`src/rtl/uart_pkg.sv`:
```
// UART buffer shared definitions:
// register map, STATUS/CTRL bit positions, FSM states.
package uart_pkg;
  localparam logic [3:0] ADDR_DATA   = 4'h0;
  localparam logic [3:0] ADDR_STATUS = 4'h4;
  localparam logic [3:0] ADDR_CTRL   = 4'h8;

  localparam int ST_TX_FULL  = 0;
  localparam int ST_RX_EMPTY = 1;
  localparam int ST_RX_OVR   = 2;
  localparam int ST_TX_DROP  = 3;
  localparam int ST_TX_CNT   = 7;
  localparam int ST_RX_CNT   = 16;

  localparam int CT_RX_IE    = 0;
  localparam int CT_TX_IE    = 1;
  localparam int CT_CLR_OVR  = 2;
  localparam int CT_CLR_DROP = 3;

  localparam logic [31:0] RD_EMPTY = 32'hFFFF_FFFF;

  typedef enum logic [1:0] {
    TX_IDLE,
    TX_STROBE,
    TX_WAIT
  } tx_state_e;

  typedef enum logic {
    RX_IDLE,
    RX_ACK
  } rx_state_e;
endpackage

```
`src/rtl/sync_fifo.sv`:
```
// Single-clock FIFO; a pop frees the slot so a
// same-cycle push is accepted even when full.
module sync_fifo #(
  parameter int WIDTH = 8,
  parameter int DEPTH = 16
) (
  input  logic                     clk,
  input  logic                     rst_n,
  input  logic                     i_push,
  input  logic [WIDTH-1:0]         i_din,
  input  logic                     i_pop,
  output logic [WIDTH-1:0]         o_dout,
  output logic                     o_full,
  output logic                     o_empty,
  output logic [$clog2(DEPTH):0]   o_count
);
  localparam int AW = $clog2(DEPTH);

  logic [WIDTH-1:0] r_mem [DEPTH];
  logic [AW-1:0]    r_wptr;
  logic [AW-1:0]    r_rptr;
  logic [AW:0]      r_count;
  logic             w_push;
  logic             w_pop;

  assign o_empty = (r_count == '0);
  assign o_full  = (r_count == (AW+1)'(DEPTH));
  assign o_count = r_count;
  assign o_dout  = r_mem[r_rptr];
  assign w_pop   = i_pop && !o_empty;
  assign w_push  = i_push && (!o_full || w_pop);

  always_ff @(posedge clk) begin
    if (w_push) r_mem[r_wptr] <= i_din;
  end

  always_ff @(posedge clk) begin
    if (!rst_n) begin
      r_wptr  <= '0;
      r_rptr  <= '0;
      r_count <= '0;
    end else begin
      if (w_push) r_wptr <= r_wptr + 1'b1;
      if (w_pop)  r_rptr <= r_rptr + 1'b1;
      unique case ({w_push, w_pop})
        2'b10:   r_count <= r_count + 1'b1;
        2'b01:   r_count <= r_count - 1'b1;
        default: ;
      endcase
    end
  end
endmodule

```
`src/rtl/uart_buffer.sv`:
```
// CPU-side register block with TX/RX FIFOs in front
// of a UART core; strobes are stretched over clkdiv+1.
module uart_buffer #(
  parameter int DEPTH = 16
) (
  input  logic        clk,
  input  logic        rst_n,
  input  logic [31:0] clkdiv,
  input  logic [3:0]  addr,
  input  logic        wr,
  input  logic        rd,
  input  logic [31:0] wdata,
  output logic [31:0] rdata,
  output logic        irq,
  output logic        u_we,
  output logic [31:0] u_so,
  output logic        u_re,
  input  logic [31:0] u_si,
  input  logic        u_wa
);
  import uart_pkg::*;

  localparam int AW = $clog2(DEPTH);

  tx_state_e   r_tx_state;
  rx_state_e   r_rx_state;
  logic [31:0] r_tx_hold;
  logic [31:0] r_rx_hold;
  logic [31:0] r_rdata;
  logic [31:0] r_so;
  logic        r_we;
  logic        r_re;
  logic        r_rx_ie;
  logic        r_tx_ie;
  logic        r_rx_ovr;
  logic        r_tx_drop;

  logic        w_tx_push;
  logic        w_tx_pop;
  logic        w_tx_full;
  logic        w_tx_empty;
  logic [7:0]  w_tx_head;
  logic [AW:0] w_tx_cnt;
  logic        w_rx_push;
  logic        w_rx_pop;
  logic        w_rx_full;
  logic        w_rx_empty;
  logic [7:0]  w_rx_head;
  logic [AW:0] w_rx_cnt;
  logic        w_ctrl_wr;
  logic [31:0] w_status;
  logic [31:0] w_rd_val;
  logic        w_unused;

  assign w_tx_push = wr && (addr == ADDR_DATA);
  assign w_ctrl_wr = wr && (addr == ADDR_CTRL);
  assign w_tx_pop  = (r_tx_state == TX_IDLE)
                   && !w_tx_empty && !u_wa;
  assign w_rx_push = (r_rx_state == RX_IDLE) && !u_si[31];
  assign w_rx_pop  = rd && (addr == ADDR_DATA) && !w_rx_empty;
  assign w_unused  = ^{u_si[30:8], wdata[31:8]};

  sync_fifo #(.WIDTH(8), .DEPTH(DEPTH)) u_tx_fifo (
    .clk     (clk),
    .rst_n   (rst_n),
    .i_push  (w_tx_push),
    .i_din   (wdata[7:0]),
    .i_pop   (w_tx_pop),
    .o_dout  (w_tx_head),
    .o_full  (w_tx_full),
    .o_empty (w_tx_empty),
    .o_count (w_tx_cnt)
  );

  sync_fifo #(.WIDTH(8), .DEPTH(DEPTH)) u_rx_fifo (
    .clk     (clk),
    .rst_n   (rst_n),
    .i_push  (w_rx_push),
    .i_din   (u_si[7:0]),
    .i_pop   (w_rx_pop),
    .o_dout  (w_rx_head),
    .o_full  (w_rx_full),
    .o_empty (w_rx_empty),
    .o_count (w_rx_cnt)
  );

  always_comb begin
    w_status = '0;
    w_status[ST_RX_CNT +: 9] = 9'(w_rx_cnt);
    w_status[ST_TX_CNT +: 9] = 9'(w_tx_cnt);
    w_status[ST_TX_DROP]     = r_tx_drop;
    w_status[ST_RX_OVR]      = r_rx_ovr;
    w_status[ST_RX_EMPTY]    = w_rx_empty;
    w_status[ST_TX_FULL]     = w_tx_full;
  end

  always_comb begin
    w_rd_val = '0;
    unique case (1'b1)
      addr == ADDR_DATA:
        w_rd_val = w_rx_empty ? RD_EMPTY
                              : {24'h0, w_rx_head};
      addr == ADDR_STATUS: w_rd_val = w_status;
      addr == ADDR_CTRL:
        w_rd_val = {30'h0, r_tx_ie, r_rx_ie};
      default: w_rd_val = '0;
    endcase
  end

  // Sticky flags: a same-cycle error event wins over a clear.
  always_ff @(posedge clk) begin
    if (!rst_n) begin
      r_rx_ie   <= 1'b0;
      r_tx_ie   <= 1'b0;
      r_rx_ovr  <= 1'b0;
      r_tx_drop <= 1'b0;
      r_rdata   <= '0;
    end else begin
      if (w_ctrl_wr) begin
        r_rx_ie <= wdata[CT_RX_IE];
        r_tx_ie <= wdata[CT_TX_IE];
        if (wdata[CT_CLR_OVR])  r_rx_ovr  <= 1'b0;
        if (wdata[CT_CLR_DROP]) r_tx_drop <= 1'b0;
      end
      if (w_tx_push && w_tx_full && !w_tx_pop)
        r_tx_drop <= 1'b1;
      if (w_rx_push && w_rx_full && !w_rx_pop)
        r_rx_ovr <= 1'b1;
      if (rd) r_rdata <= w_rd_val;
    end
  end

  always_ff @(posedge clk) begin
    if (!rst_n) begin
      r_tx_state <= TX_IDLE;
      r_tx_hold  <= '0;
      r_we       <= 1'b0;
      r_so       <= '0;
    end else begin
      unique case (r_tx_state)
        TX_IDLE: if (w_tx_pop) begin
          r_so       <= {24'h0, w_tx_head};
          r_we       <= 1'b1;
          r_tx_hold  <= clkdiv;
          r_tx_state <= TX_STROBE;
        end
        TX_STROBE: if (r_tx_hold == '0) begin
          r_we       <= 1'b0;
          r_tx_state <= TX_WAIT;
        end else begin
          r_tx_hold <= r_tx_hold - 32'd1;
        end
        TX_WAIT: if (!u_wa) r_tx_state <= TX_IDLE;
        default: r_tx_state <= TX_IDLE;
      endcase
    end
  end

  always_ff @(posedge clk) begin
    if (!rst_n) begin
      r_rx_state <= RX_IDLE;
      r_rx_hold  <= '0;
      r_re       <= 1'b0;
    end else begin
      unique case (r_rx_state)
        RX_IDLE: if (w_rx_push) begin
          r_re       <= 1'b1;
          r_rx_hold  <= clkdiv;
          r_rx_state <= RX_ACK;
        end
        RX_ACK: if (r_rx_hold == '0) begin
          r_re       <= 1'b0;
          r_rx_state <= RX_IDLE;
        end else begin
          r_rx_hold <= r_rx_hold - 32'd1;
        end
        default: r_rx_state <= RX_IDLE;
      endcase
    end
  end

  assign rdata = r_rdata;
  assign u_we  = r_we;
  assign u_so  = r_so;
  assign u_re  = r_re;
  assign irq   = (r_rx_ie & ~w_rx_empty)
               | (r_tx_ie & w_tx_empty);
endmodule
```
`config.mk`:
```
export PLATFORM = sky130hd
export DESIGN_NAME = uart_buffer
export DESIGN_NICKNAME = d
export VERILOG_FILES = /design/src/rtl/uart_pkg.sv /design/src/rtl/sync_fifo.sv /design/src/rtl/uart_buffer.sv
export SDC_FILE = /design/constraint.sdc
export NUM_CORES = 1
export LEC_CHECK = 0
export ABC_CLOCK_PERIOD_IN_PS = 3550
export BUFFER_PORTS_ARGS = -buffer_cell sky130_fd_sc_hd__buf_2
export CELL_PAD_IN_SITES_DETAIL_PLACEMENT = 1
export CELL_PAD_IN_SITES_GLOBAL_PLACEMENT = 2
export CORE_MARGIN = 5
export CORE_UTILIZATION = 37
export CTS_CLUSTER_SIZE = 28
export DETAILED_ROUTE_END_ITERATION = 10
export PLACE_DENSITY_LB_ADDON = 0.1
export RECOVER_POWER = 100
export SYNTH_ARGS = -nofsm -noshare
export SYNTH_HDL_FRONTEND = slang
export SYNTH_SLANG_ARGS = --single-unit
```
`constraint.sdc`:
```
create_clock -name clk -period 3.55 [get_ports clk]
set_input_delay 0.71 -clock clk [delete_from_list [all_inputs] [get_ports clk]]
set_output_delay 0.71 -clock clk [all_outputs]
set_load 0.02 [all_outputs]
```
Word level (Yosys, flattened, before mapping) --
Memory sizes are Yosys's and may differ from the RTL's. A register that Yosys moved wholly into a read port is not among the register bits. Cells that the tools add are included.
Storage, ports and cells: memories 2, input bits 105, RAM bits 256, output and inout bits 67, register bits 131
Cells by class: multiplexer cells 35, equality and inequality tests 17, reductions and logical operators 47, $add $sub $neg 10, bitwise logic cells 5
Memories:
- u_rx_fifo.r_mem | depth 16, bits a word 8, rd ports 1, clocked after memory_dff 1, wr ports 1, line sync_fifo.sv:19 | logic [WIDTH-1:0] r_mem [DEPTH];
- u_tx_fifo.r_mem | depth 16, bits a word 8, rd ports 1, clocked after memory_dff 1, wr ports 1, line sync_fifo.sv:19
Operator list (count):
- $mux 32 | 5
- $pmux 32 s2 | 2
- $pmux 32 s3 | 1
- $logic_not 32->1 | 2
- $sub 32x1->32 const B | 2
- $pmux 5 s2 | 2
- $add 4x1->4 const B | 4
- $mux 1 | 16
- $logic_and 1x1->1 | 15
- $reduce_bool 2->1 | 7
- $add 5x1->5 const B | 2
- $eq 5x5->1 const B | 2
- $logic_not 5->1 | 2
- $reduce_and 2->1 | 5
- $sub 5x1->5 const B | 2
- $logic_not 1->1 | 9
- $reduce_and 3->1 | 3
- $mux 4 | 2
- $ne 2x2->1 const B | 4
- $eq 2x1->1 const B | 3
- $eq 2x2->1 const B | 3
- $mux 2 | 3
- $ne 2x1->1 const B | 3
- $pmux 1 s2 | 3
- 9 further kinds | 12

Logic depth before layout (Yosys ltp) --
depth in word-level cells 9, depth in mapped cells 13

Hierarchy --
A second synthesis with hierarchy kept.
Unflattened totals: cells, all modules 1419, area, all modules 17718.2 um^2
By module, submodules not included:
- sync_fifo | seq. area each 4184.0 um^2, area each 5884.4 um^2, times used 2, cells an instance 322
- uart_buffer | seq. area each 1981.9 um^2, area each 5949.5 um^2, times used 1, cells an instance 775

Worst setup path after synthesis --
OpenSTA, ideal clock, no wires.
path kind input to register, from input addr[0], to register u_rx_fifo.r_count[4] (netlist: u_rx_fifo.o_count[4]), arrival time 3.387 ns, setup time 0.070 ns, path slack 0.093 ns, stages 13, buffers on the path 2, cells stage by stage or3_1 > clkbuf_1 > o211ai_1 > and2_1 > clkbuf_1 > inv_1 > ha_1 > fa_1 > a21o_1 > a21oi_1 > xor2_1 > or3_1 > a21oi_1
On the way: word-level cells in the longest chain between the ends 8, elaborated cells on any way between the ends 10
Ends and longest elaborated chain:
- from (decl) | line uart_buffer.sv:9 | input logic [3:0] addr,
- $logic_not 4->1 * | line uart_buffer.sv:60 | assign w_rx_pop = rd && (addr == ADDR_DATA) && !w_rx_empty;
- $logic_and 1x1->1 * (2 in series) | line uart_buffer.sv:60
- $logic_and 1x1->1 * | line sync_fifo.sv:30 | assign w_pop = i_pop && !o_empty;
- $logic_or 1x1->1 | line sync_fifo.sv:31 | assign w_push = i_push && (!o_full || w_pop);
- $logic_and 1x1->1 | line sync_fifo.sv:31
- $eq 2x1->1 / $eq 2x2->1 (equally long branches) | line sync_fifo.sv:45 | unique case ({w_push, w_pop})
- $pmux 5 s2 / $reduce_bool 2->1 (equally long branches)
- to (signal assigned) | line sync_fifo.sv:46 | 2'b10: r_count <= r_count + 1'b1;
- to (signal assigned) | line sync_fifo.sv:47 | 2'b01: r_count <= r_count - 1'b1;
- to (decl) | line sync_fifo.sv:22 | logic [AW:0] r_count;
Mark *: on every way between the ends. The rest lies on a longest branch, timed or not. A chain may end at the register's enable or synchronous reset.

Worst setup path after layout --
from register r_tx_hold[0], to register r_tx_hold[23]
On the way: word-level cells in the longest chain between the ends 3, elaborated cells on any way between the ends 6
Ends and longest elaborated chain:
- from (decl) | line uart_buffer.sv:27 | logic [31:0] r_tx_hold;
- from (signal assigned) | line uart_buffer.sv:144 | r_tx_hold <= clkdiv;
- from (signal assigned) | line uart_buffer.sv:151 | r_tx_hold <= r_tx_hold - 32'd1;
- $sub 32x1->32 / $logic_not 32->1 (equally long branches) | line uart_buffer.sv:151, uart_buffer.sv:147
- $mux 32 / $ne 2x2->1 (equally long branches)
- $pmux 32 s2 / $reduce_and 3->1 (equally long branches)
Parallel ways exist; a longest one is shown, timed or not. The select of a mux whose other input is x is not followed.

==> results.json <==
{
  "cts_tree": "done",
  "cts.sinks": 385,
  "synth_edf_count": 256,
  "utilization_pct": 43.1,
  "fin_crit_sh_pct": 91.2,
  "cts_resized": 0,
  "ir_drop_mv": 0.396,
  "end_kind": "flop",
  "place_area_sq_um": 18800,
  "yosys_warnings": 0,
  "timing.rr.end": "r_tx_hold[23]$_SDFFE_PN0P_",
  "setup_slack_ps": 313,
  "status": "complete, but fails checks",
  "drc": 0,
  "syn_to_final_growth_pct": 15.0,
  "critPathBufInv": 2,
  "relSlewSlack_pct": -27.6,
  "place_ws_ps": 17.4,
  "critical_path.startpoint": "r_tx_hold[0]$_SDFFE_PN0P_",
  "fin_tns_setup_ps": 0,
  "cp-start-kind": "flop",
  "clkPwrFrac_pct": 34.2,
  "postCtsHoldBufs": 0,
  "cts_buffer_depth": 3,
  "worstMarginPinSlew_ps": 1900,
  "track_usage_pct": 20.0,
  "maxSlewViolCount": 43,
  "cts_max_level": 2,
  "busiest_layer": "met2",
  "syn_inst": 1406,
  "die_w_um": 227,
  "cp.required_ps": 3980,
  "globalRouteMet2Util_pct": 31.8,
  "synth.ff_latch_count": 385,
  "synth_flop_cell": "edfxtp_1",
  "synth_seq_area_share_pct": 58.8,
  "layout_commonest_cell": "edfxtp_1",
  "mostFrequentLayoutCells": "edfxtp_1, dfxtp_1, nor2_1",
  "vias": 12200,
  "async_reset_ff_share_pct": 0,
  "p_comb_share_pct": 28.3,
  "max_cap_violations": 1,
  "drt-initial-drc-count": 857,
  "holdPathStages": 3,
  "finalSetupViolations": 0,
  "r2r_setup_slack_ps": 310,
  "grt_pass1_vias": 12700,
  "io_buffers": 100,
  "reg2reg_depth": 8,
  "crit_family": "simple AND/OR/NAND/NOR gates",
  "avgSynthCellArea_sq_um": 12.4,
  "cp_cell_sequence": "inv_1 > ha_1 > or4b_2 > or4_1 > nor4_4 > buf_4 > o31ai_1 > a31oi_1",
  "wirelength_um": 51700,
  "p_switching_mw": 4.95,
  "antenna_found_initial": 0,
  "grtUsageMet3_pct": 3.58,
  "crit_arrival_ps": 3670,
  "coreArea_sq_um": 46700,
  "worst_hold_path.endpoint": "r_tx_state[1]$_SDFFE_PN0P_",
  "power_density_nw_per_um2": 720,
  "die_area_sq_um": 51600,
  "hpwl_um": 34700,
  "insertion_delay_ps": 570,
  "layout-drive-gt1-share_pct": 16.3,
  "final_nets": 1643,
  "crit_path_top_delay_cell": "nor4_4",
  "crit_path_max_fanout": 12,
  "fin_area_sq_um": 20100,
  "seqPwrFrac_pct": 37.5,
  "place.gp.congestion": 0.801,
  "die_h_um": 227,
  "synth_area_sq_um": 17500,
  "wire_per_inst_um": 23.9,
  "p_leak_nw": 6.63,
  "via_per_inst": 5.66,
  "internal_power_mw": 9.51,
  "postCtsSetupBuffers": 0,
  "fmax_ghz": 0.309,
  "hold_viol": 0,
  "num_antenna_cells": 0,
  "worstSetupPathType": "flop to flop",
  "drt_pass1_iterations": 5,
  "sw_frac_of_total_pct": 34.2,
  "clkSlewWorstSetupHoldPaths_ps": 60,
  "r2r-start": "r_tx_hold[0]$_SDFFE_PN0P_",
  "rows": 79,
  "fin_crit_ps": 3240,
  "grt_remaining_overflow": 0,
  "design.portCount": 172,
  "rsz0062_at_grt": "false",
  "holdCritStartpoint": "u_wa",
  "initial_core_util_pct": 37.4,
  "ys_types": 78,
  "cts_made_buffers": 45,
  "grt_max_degree": 63,
  "grt_pass1_wl_um": 79500,
  "violations": "capacitance limit, slew limit",
  "critPathMaxStageDelay_ps": 720,
  "clockRootBuffer": "clkbuf_16",
  "ant_nets": 0,
  "grt_use_met1_pct": 29.2,
  "finClkSkew_ps": 17.3,
  "worstHoldPathType": "input pin to flop"
}
[per-layer routing]
layer | wire length, um | part of all wire (%)
met1 | 24500 | 47
met2 | 23900 | 46
met3 | 2330 | 4.5
met4 | 1040 | 2.0
met5 | 0 | 0
[how the worst max path moves through the flow]
stage                                                    to  slack, ps  cells past startpoint
after floorplan           u_rx_fifo.o_count[4]$_SDFFE_PN0P_         90                     13
after global placement    u_rx_fifo.o_count[4]$_SDFFE_PN0P_         60                     12
after detailed placement  u_rx_fifo.o_count[4]$_SDFFE_PN0P_         20                     12
after CTS                        r_tx_hold[23]$_SDFFE_PN0P_        400                      8
after global routing                  rdata[2]$_SDFFE_PN0P_        150                      4
final                            r_tx_hold[23]$_SDFFE_PN0P_        310                      8
[sequential cells by signal, summed over array words and instances (netlist names), 2 cells and up, named ones only]
name and flops:
u_tx_fifo.r_mem 128, r_tx_state 2, u_tx_fifo.r_wptr 4, u_tx_fifo.r_rptr 4, u_rx_fifo.r_mem 128, rdata 18
u_so 8, u_rx_fifo.r_wptr 4, u_rx_fifo.o_count 5, u_rx_fifo.r_rptr 4, r_tx_hold 32, u_tx_fifo.o_count 5
r_rx_hold 32
[synthesized netlist by cell type, types with 14 or more instances]
master    instances  area share [%]
mux2i_1          14            0.80
inv_1            26            0.56
mux4_2           75             9.7
clkbuf_1         76             1.6
nand4_1          23            0.82
o31ai_1          20            0.86
nor2_1          127             2.7
a21oi_1          87             2.5
nor3_1           37             1.1
a31oi_1          31             1.1
buf_4            39             1.7
dfxtp_1         129              15
edfxtp_1        256              44
nor4_1           18            0.64
or3_1            14            0.50
o21ai_0          41             1.2
o22ai_1          16            0.57
a22oi_1          16            0.69
nand2_1          96             2.1
nand3_1          25            0.72
ha_1             20             1.4
[layout make-up]
cell class                      instances  area [sq um]
Fill cell                            4885         26600
Sequential cell                       385         10300
Multi-Input combinational cell        878          6490
Clock buffer                           65          1250
Timing Repair Buffer                  179           875
Tap cell                              607           759
Clock inverter                         18           328
Inverter                               28           106
[cells by family (layout without fill, tap and decap cells)]
| group | after synthesis | count (layout) | synth area share [%] |
|---|---|---|---|
| buf+inv | 166 | 290 | 4.56 |
| compound gates | 305 | 305 | 11.5 |
| flops | 385 | 385 | 58.8 |
| fa+ha+maj | 21 | 21 | 1.55 |
| simple gates | 422 | 422 | 12.2 |
| mux | 90 | 90 | 10.5 |
| xor+xnor | 16 | 16 | 0.802 |
| other cells | 1 | 24 | 0.0215 |
[power by group through the flow]
stage	clock network, mW	logic, mW	registers (mW)
6_report	4.95	4.09	5.42
5_1_grt	5.29	4.45	5.46
4_1_cts	5.09	4.14	5.41
3_5_place_dp	0	4.12	5.51
3_3_place_gp	0	4.10	5.50
2_1_floorplan	0	2.85	5.38
[stage by stage]
step                      instances  hold slack [ps]  power (mW)
after floorplan                1429              430        8.23
final                          2160              428        14.5
after CTS                      2160              391        14.6
after global placement         2077              443        9.60
after global routing           2160              408        15.2
after detailed placement       2077              447        9.63
[worst register-to-register path, cell delays in order, from the launching register on]
cell     delay (ps)
dfxtp_1         350
inv_1           120
ha_1            190
or4b_2          580
or4_1           530
nor4_4          720
buf_4           290
o31ai_1          90
a31oi_1         220
Note: power is estimated with default switching activity, not from simulation.
